File: src/rtl/dec_pkg.sv
// dec_pkg: shared state encoding and decode helper for the dec_stream block.
`default_nettype none

package dec_pkg;

    localparam int C_MAX_IN_W  = 8;
    localparam int C_MAX_OUT_W = 2 ** C_MAX_IN_W;

    typedef enum logic [1:0] {
        ST_EMPTY = 2'd0,
        ST_ONE   = 2'd1,
        ST_FULL  = 2'd2
    } state_t;

    // Widest supported decode; callers keep the low 2**IN_W bits.
    function automatic logic [C_MAX_OUT_W-1:0] onehot_of(
        input logic [C_MAX_IN_W-1:0] code,
        input logic                  en
    );
        logic [C_MAX_OUT_W-1:0] one;
        one       = {{(C_MAX_OUT_W-1){1'b0}}, 1'b1};
        onehot_of = en ? (one << code) : '0;
    endfunction

endpackage

`default_nettype wire

File: src/rtl/dec_skid_buf.sv
// dec_skid_buf: 2-entry valid/ready buffer; in_ready_o depends only on registered state.
`default_nettype none

module dec_skid_buf
    import dec_pkg::*;
#(
    parameter int DATA_W = 4
) (
    input  logic              clk,
    input  logic              rst_n,
    input  logic              in_valid_i,
    output logic              in_ready_o,
    input  logic [DATA_W-1:0] in_data_i,
    output logic              out_valid_o,
    input  logic              out_ready_i,
    output logic [DATA_W-1:0] out_data_o
);

    state_t            state_q, state_d;
    logic [DATA_W-1:0] head_q,  head_d;
    logic [DATA_W-1:0] skid_q,  skid_d;
    logic              w_in_fire;
    logic              w_out_fire;

    assign in_ready_o  = (state_q != ST_FULL);
    assign out_valid_o = (state_q != ST_EMPTY);
    assign out_data_o  = head_q;
    assign w_in_fire   = in_valid_i && in_ready_o;
    assign w_out_fire  = out_valid_o && out_ready_i;

    always_ff @(posedge clk or negedge rst_n) begin
        if (!rst_n) begin
            state_q <= ST_EMPTY;
            head_q  <= '0;
            skid_q  <= '0;
        end else begin
            state_q <= state_d;
            head_q  <= head_d;
            skid_q  <= skid_d;
        end
    end

    always_comb begin
        state_d = state_q;
        head_d  = head_q;
        skid_d  = skid_q;
        case (state_q)
            ST_EMPTY: begin
                if (w_in_fire) begin
                    head_d  = in_data_i;
                    state_d = ST_ONE;
                end
            end
            ST_ONE: begin
                if (w_in_fire && w_out_fire) begin
                    head_d = in_data_i;
                end else if (w_in_fire) begin
                    skid_d  = in_data_i;
                    state_d = ST_FULL;
                end else if (w_out_fire) begin
                    // Clear head so the output word reads zero while empty.
                    head_d  = '0;
                    state_d = ST_EMPTY;
                end
            end
            ST_FULL: begin
                if (w_out_fire) begin
                    head_d  = skid_q;
                    skid_d  = '0;
                    state_d = ST_ONE;
                end
            end
            default: begin
                state_d = ST_EMPTY;
                head_d  = '0;
                skid_d  = '0;
            end
        endcase
    end

endmodule

`default_nettype wire

File: src/rtl/dec_stream.sv
// dec_stream: streaming binary-to-one-hot decoder with skid buffering and a transfer counter.
`default_nettype none

module dec_stream
    import dec_pkg::*;
#(
    parameter int IN_W  = 2,
    parameter int CNT_W = 8
) (
    input  logic                  clk,
    input  logic                  rst_n,
    input  logic                  in_valid,
    output logic                  in_ready,
    input  logic [IN_W-1:0]       in_code,
    input  logic                  in_en,
    output logic                  out_valid,
    input  logic                  out_ready,
    output logic [(2**IN_W)-1:0]  out_onehot,
    output logic [CNT_W-1:0]      dec_count
);

    localparam int OUT_W = 2 ** IN_W;

    logic [C_MAX_IN_W-1:0]  w_code_ext;
    logic [C_MAX_OUT_W-1:0] w_full;
    logic [OUT_W-1:0]       w_word;
    logic [CNT_W-1:0]       cnt_q;

    always_comb begin
        w_code_ext            = '0;
        w_code_ext[IN_W-1:0]  = in_code;
    end

    assign w_full = onehot_of(w_code_ext, in_en);
    assign w_word = w_full[OUT_W-1:0];

    generate
        if (OUT_W < C_MAX_OUT_W) begin : g_trim
            logic w_unused_hi;
            assign w_unused_hi = |w_full[C_MAX_OUT_W-1:OUT_W];
        end
    endgenerate

    dec_skid_buf #(
        .DATA_W (OUT_W)
    ) u_buf (
        .clk         (clk),
        .rst_n       (rst_n),
        .in_valid_i  (in_valid),
        .in_ready_o  (in_ready),
        .in_data_i   (w_word),
        .out_valid_o (out_valid),
        .out_ready_i (out_ready),
        .out_data_o  (out_onehot)
    );

    always_ff @(posedge clk or negedge rst_n) begin
        if (!rst_n) begin
            cnt_q <= '0;
        end else if (out_valid && out_ready) begin
            cnt_q <= cnt_q + CNT_W'(1);
        end
    end

    assign dec_count = cnt_q;

endmodule

`default_nettype wire

File: config.mk
export PLATFORM = sky130hd
export DESIGN_NAME = dec_stream
export DESIGN_NICKNAME = d
export VERILOG_FILES = /design/src/rtl/dec_pkg.sv /design/src/rtl/dec_skid_buf.sv /design/src/rtl/dec_stream.sv
export SDC_FILE = /design/constraint.sdc
export NUM_CORES = 1
export LEC_CHECK = 0
export CAP_MARGIN = 0
export CORE_MARGIN = 2
export CORE_UTILIZATION = 52
export CTS_BUF_LIST = sky130_fd_sc_hd__clkbuf_8 sky130_fd_sc_hd__clkbuf_16
export DETAILED_ROUTE_END_ITERATION = 7
export PLACE_DENSITY = 0.88
export SLEW_MARGIN = 40
export SYNTH_ARGS = -nofsm -noshare
export SYNTH_HDL_FRONTEND = slang
export SYNTH_SLANG_ARGS = --single-unit
File: constraint.sdc
create_clock -name clk -period 3 [get_ports clk]
set_clock_uncertainty 0.05 [all_clocks]
set_input_delay 0.6 -clock clk [delete_from_list [all_inputs] [get_ports clk]]
set_output_delay 0.6 -clock clk [all_outputs]
set_load 0.02 [all_outputs]
Word level (Yosys, flattened, before mapping)
Cells that the tools add are included.
{ "word_totals": {"reg_bits": 18, "inputBits": 7, "output_inout_bits": 14, "wordCells": 40} }
{ "classes": {"n_addsub": 1, "eq_ne": 10, "shift": 1, "muxes": 15, "n_bitwise": 1, "reduce_logical": 8} }
{ "ops": {"columns": ["cell", "count"], "rows": [
  ["4-bit two-way mux", 7],
  ["4-bit one-hot mux with 3 select lines", 2],
  ["4-bit AND reduction", 3],
  ["2-bit two-way mux", 5],
  ["8-bit by 1-bit adder with 8-bit output (second input constant)", 1],
  ["2-bit by 1-bit inequality test with 1-bit output (second input constant)", 3],
  ["3-bit by 1-bit inequality test with 1-bit output (second input constant)", 2],
  ["2-bit one-hot mux with 3 select lines", 1],
  ["2-bit inequality test (second input constant)", 2],
  ["1-bit by 2-bit << shifter with 4-bit output (first input constant)", 1],
  ["1-bit logical AND", 3],
  ["3-bit inequality test (second input constant)", 1],
  ["2-bit by 1-bit == test with 1-bit output (second input constant)", 1],
  ["2-bit == test (second input constant)", 1],
  ["2-bit logical NOT", 1],
  ["2-bit nonzero test", 1],
  ["1-bit NOT", 1]
]} }

Logic depth before layout (Yosys ltp)
{ "logic_depth": {"word_depth": 6, "mapped_depth": 5, "depth_no_buf": 4} }

By module
A second synthesis with hierarchy kept.
{ "unflattened": {"cells_unflattened": 84, "area_unflattened_um2": 903.4} }
{ "modules_own_cells": {"columns": ["mod", "n_inst", "cells_per_inst", "area_per_inst_um2", "seq_area_each_um2"], "rows": [
  ["dec_skid_buf", 1, 49, 513.0, 250.2],
  ["dec_stream", 1, 35, 390.4, 200.2]
]} }

Least setup slack after synthesis
Ideal clock, no wire load.
{ "synth_timing": {"path_type": "register to output", "start": "reg u_buf.state_q[0]", "end": "out out_valid", "t_arrival_ps": 836, "required_ps": 2350, "slack_ps": 1514, "path_stages_with_launch": 4, "n_path_buf": 1, "path_cell_list": "dfrtp_1 -> buf_2 -> inv_2 -> nand2_1"} }
{ "synth_via": {"elab_chain_cells": 1} }
{ "synth_lines": {"columns": ["element", "line_no", "rtl"], "rows": [
  ["start, declared", "dec_skid_buf.sv:19", "state_t state_q, state_d;"],
  ["start signal, assigned", "dec_skid_buf.sv:37", "state_q <= state_d;"],
  ["2-bit nonzero test", "dec_skid_buf.sv:26", "assign out_valid_o = (state_q != ST_EMPTY);"],
  ["end, declared", "dec_stream.sv:16", "output logic out_valid,"]
]} }
No other way between the ends.

Worst setup path in the final report
{ "layout_timing": {"start": "reg u_buf.state_q[1]", "end": "out in_ready"} }
{ "layout_via": {"elab_chain_cells": 1} }
{ "layout_lines": {"columns": ["element", "line_no", "rtl"], "rows": [
  ["2-bit inequality test", "dec_skid_buf.sv:25", "assign in_ready_o = (state_q != ST_FULL);"],
  ["end, declared", "dec_stream.sv:13", "output logic in_ready,"]
]} }
No other way between the ends.

==> impl_metrics.json <==
{
  "max_slew_margin_pct": 63.8,
  "fillers": 130,
  "grt_pass1_wl_um": 3350,
  "vias": 803,
  "clock-sinks": 18,
  "htreeDepth": 1,
  "first_iter_violations": 31,
  "hpwl_um": 1440,
  "p_sw_w": 0.000308,
  "cpMostUsedCell": "inv_1",
  "finalCritPeriodShare_pct": 87.9,
  "slowest_delay_ps": 590,
  "cts-root-buf": "clkbuf_8",
  "clockPowerShare_pct": 23.0,
  "post_cts_buffers": 0,
  "layout_common_cells": "clkdlybuf4s50_1 (19), dfrtp_1 (18), nand2_1 (14)",
  "timing_hold_violations_final": 0,
  "worstPathRequired_ps": 2350,
  "final_util_pct": 69.8,
  "cts_max_path_buffers": 2,
  "hp-class": "primary input to asynchronous set/reset pin",
  "register_area_um2": 450,
  "cts_tree": "yes",
  "outcome": "finished clean",
  "pre_cts_ws_ps": 704,
  "start_util_pct": 54.6,
  "powerDensity_nw_per_um2": 723,
  "postSynthNetCount": 106,
  "drv_cap": 0,
  "slew_viol_final": 0,
  "core-area_um2": 1710,
  "ir_drop_mv": 0.504,
  "p_leak_nw": 0.498,
  "reg2regPathDepth": 4,
  "period_minus_slack_ps": 2640,
  "grt_max_degree": 19,
  "syn_inst": 98,
  "yosysWarnings": 0,
  "syn_to_final_growth_pct": 27.9,
  "diodes": 0,
  "clock_latency_ps": 250,
  "p_comb_share_pct": 33.4,
  "p_total_w": 0.000863,
  "clk_pin_slew_worst_paths_ps": 70,
  "worst_slew_pin_slew_ps": 543,
  "track_usage_pct": 22.1,
  "vias_per_cell": 5.58,
  "grt_pass1_vias": 747,
  "startpoint_type": "flip-flop",
  "die_area_um2": 2150,
  "drive_gt1_share_pct": 10.1,
  "cts_buffers": 3,
  "cp_slowest_cell": "dfrtp_1",
  "port_buffers": 20,
  "final_common_cell": "clkdlybuf4s50_1",
  "cts_hold_buf": 0,
  "cp_cell_sequence": "inv_1 -> nor2_1 -> inv_1 -> clkdlybuf4s50_1",
  "r2r_start": "u_buf.state_q[0]",
  "rows": 15,
  "grt_antenna_before_repair": 0,
  "worst_slack_ps": 363,
  "ctsResizeCount": 0,
  "netlist_area_um2": 932,
  "drt-total-wl_um": 2030,
  "crit_path_max_fanout": 11,
  "tns_ps": 0,
  "setup.worst_path.class": "flip-flop to output port",
  "synth.avg_cell_area_um2": 9.51,
  "first_pass_iters": 4,
  "rsz0062_at_grt": "no",
  "synth_cell_types": 31,
  "crit_path_end_kind": "output port",
  "die_w_um": 46.3,
  "internal_power_w": 0.000555,
  "final_cell_count_no_fill": 144,
  "ant_nets": 0,
  "p_sw_share_pct": 35.7,
  "dieHeight_um": 46.3,
  "gp_congestion": 0.829,
  "drc": 0,
  "ys_ff_latch": 18,
  "wl_per_cell_um": 14.1,
  "finish.net_count": 128,
  "finalSetupViolCount": 0,
  "placedCellCount": 140,
  "worstSetupStartpoint": "u_buf.state_q[1]",
  "seqPwrFrac_pct": 43.7,
  "synth-seq-area-share_pct": 48.3,
  "gr-total-overflow": 0,
  "ios": 21,
  "fmax_ghz": 0.379,
  "worstPathArrival_ps": 1990,
  "multi_input_comb_area_um2": 442
}
[kinds of logic after synthesis]
| kind of cell | count (synthesis) | share of synthesized area [%] |
|---|---|---|
| mux | 2 | 2.28 |
| xor+xnor | 7 | 6.58 |
| simple gates | 36 | 18.3 |
| flops | 18 | 48.3 |
| buf+inv | 8 | 4.30 |
| compound gates | 26 | 18.9 |
| fa+ha+maj | 1 | 1.34 |
[worst max-delay path, delay by kind of cell (launching register included)]
family | cells | cell delay [ps]
and+or+nand+nor | 1 | 360
DFF | 1 | 590
buffers and inverters | 3 | 780
[layer usage]
layer | vias to the layer above | track usage (%) | wire length (um)
met5 | - | 0 | 0
met4 | 0 | 8.57 | 37
met3 | 6 | 3.92 | 111
met2 | 39 | 32.8 | 995
met1 | 375 | 31.8 | 884
li1 | 383 | - | -
[cell usage after synthesis]
library cell | count | area (um^2)
ha_1 | 1 | 12.5
a21boi_1 | 1 | 7.51
buf_6 | 1 | 11.3
o22ai_1 | 1 | 6.26
mux2i_1 | 1 | 10.0
nand2_1 | 14 | 52.6
nor2_1 | 8 | 30.0
nand3_1 | 3 | 15.0
inv_1 | 3 | 11.3
o21ai_2 | 2 | 17.5
and3_1 | 3 | 18.8
nor3_1 | 1 | 5.00
nand3b_1 | 2 | 15.0
nand2b_1 | 1 | 6.26
or3b_1 | 1 | 8.76
o21a_1 | 1 | 7.51
inv_2 | 2 | 7.51
a32oi_1 | 2 | 17.5
a211oi_2 | 1 | 12.5
a31oi_2 | 1 | 12.5
mux2_2 | 1 | 11.3
o21ai_1 | 8 | 40.0
dfrtp_1 | 18 | 450
a22oi_1 | 1 | 7.51
buf_2 | 2 | 10.0
nor2b_1 | 1 | 6.26
xor2_1 | 2 | 17.5
xnor2_1 | 5 | 43.8
a21oi_1 | 5 | 25.0
nand4_1 | 2 | 12.5
a211oi_1 | 3 | 22.5
[final timing paths]
check	slack, ps	endpoint
min	220	dec_count[1]
max reg2reg	1400	dec_count[6]
min reg2reg	420	dec_count[7]
max in group asynchronous	2400	u_buf.state_q[1]
min in group clk	420	dec_count[7]
max	360	in_ready
[flip-flops by register name (all words and copies together) (netlist names)]
signal and flops:
u_buf.skid_q 4, u_buf.state_q 2, u_buf.out_data_o 4, dec_count 8
[layout make-up]
cell class | count | share of cell area, %
Tap cell | 25 | 2.62
Sequential cell | 18 | 37.8
Multi-Input combinational cell | 72 | 37.0
Timing Repair Buffer | 20 | 16.4
Inverter | 5 | 1.57
Clock buffer | 4 | 4.62
[power groups by stage]
stage	Combinational, W	Sequential [W]	Clock [W]
2_1_floorplan	0.000127	0.000406	0
3_3_place_gp	0.000280	0.000374	0
3_5_place_dp	0.000288	0.000378	0
4_1_cts	0.000291	0.000375	0.000200
5_1_grt	0.000315	0.000386	0.000210
6_report	0.000288	0.000377	0.000198
[stage by stage]
stage,area (um^2),hold WS (ps)
2_1_floorplan,932,254
6_report,1190,219
4_1_cts,1200,425
5_1_grt,1190,244
3_5_place_dp,1140,411
3_3_place_gp,1140,406
(Power assumes the default switching activity.)
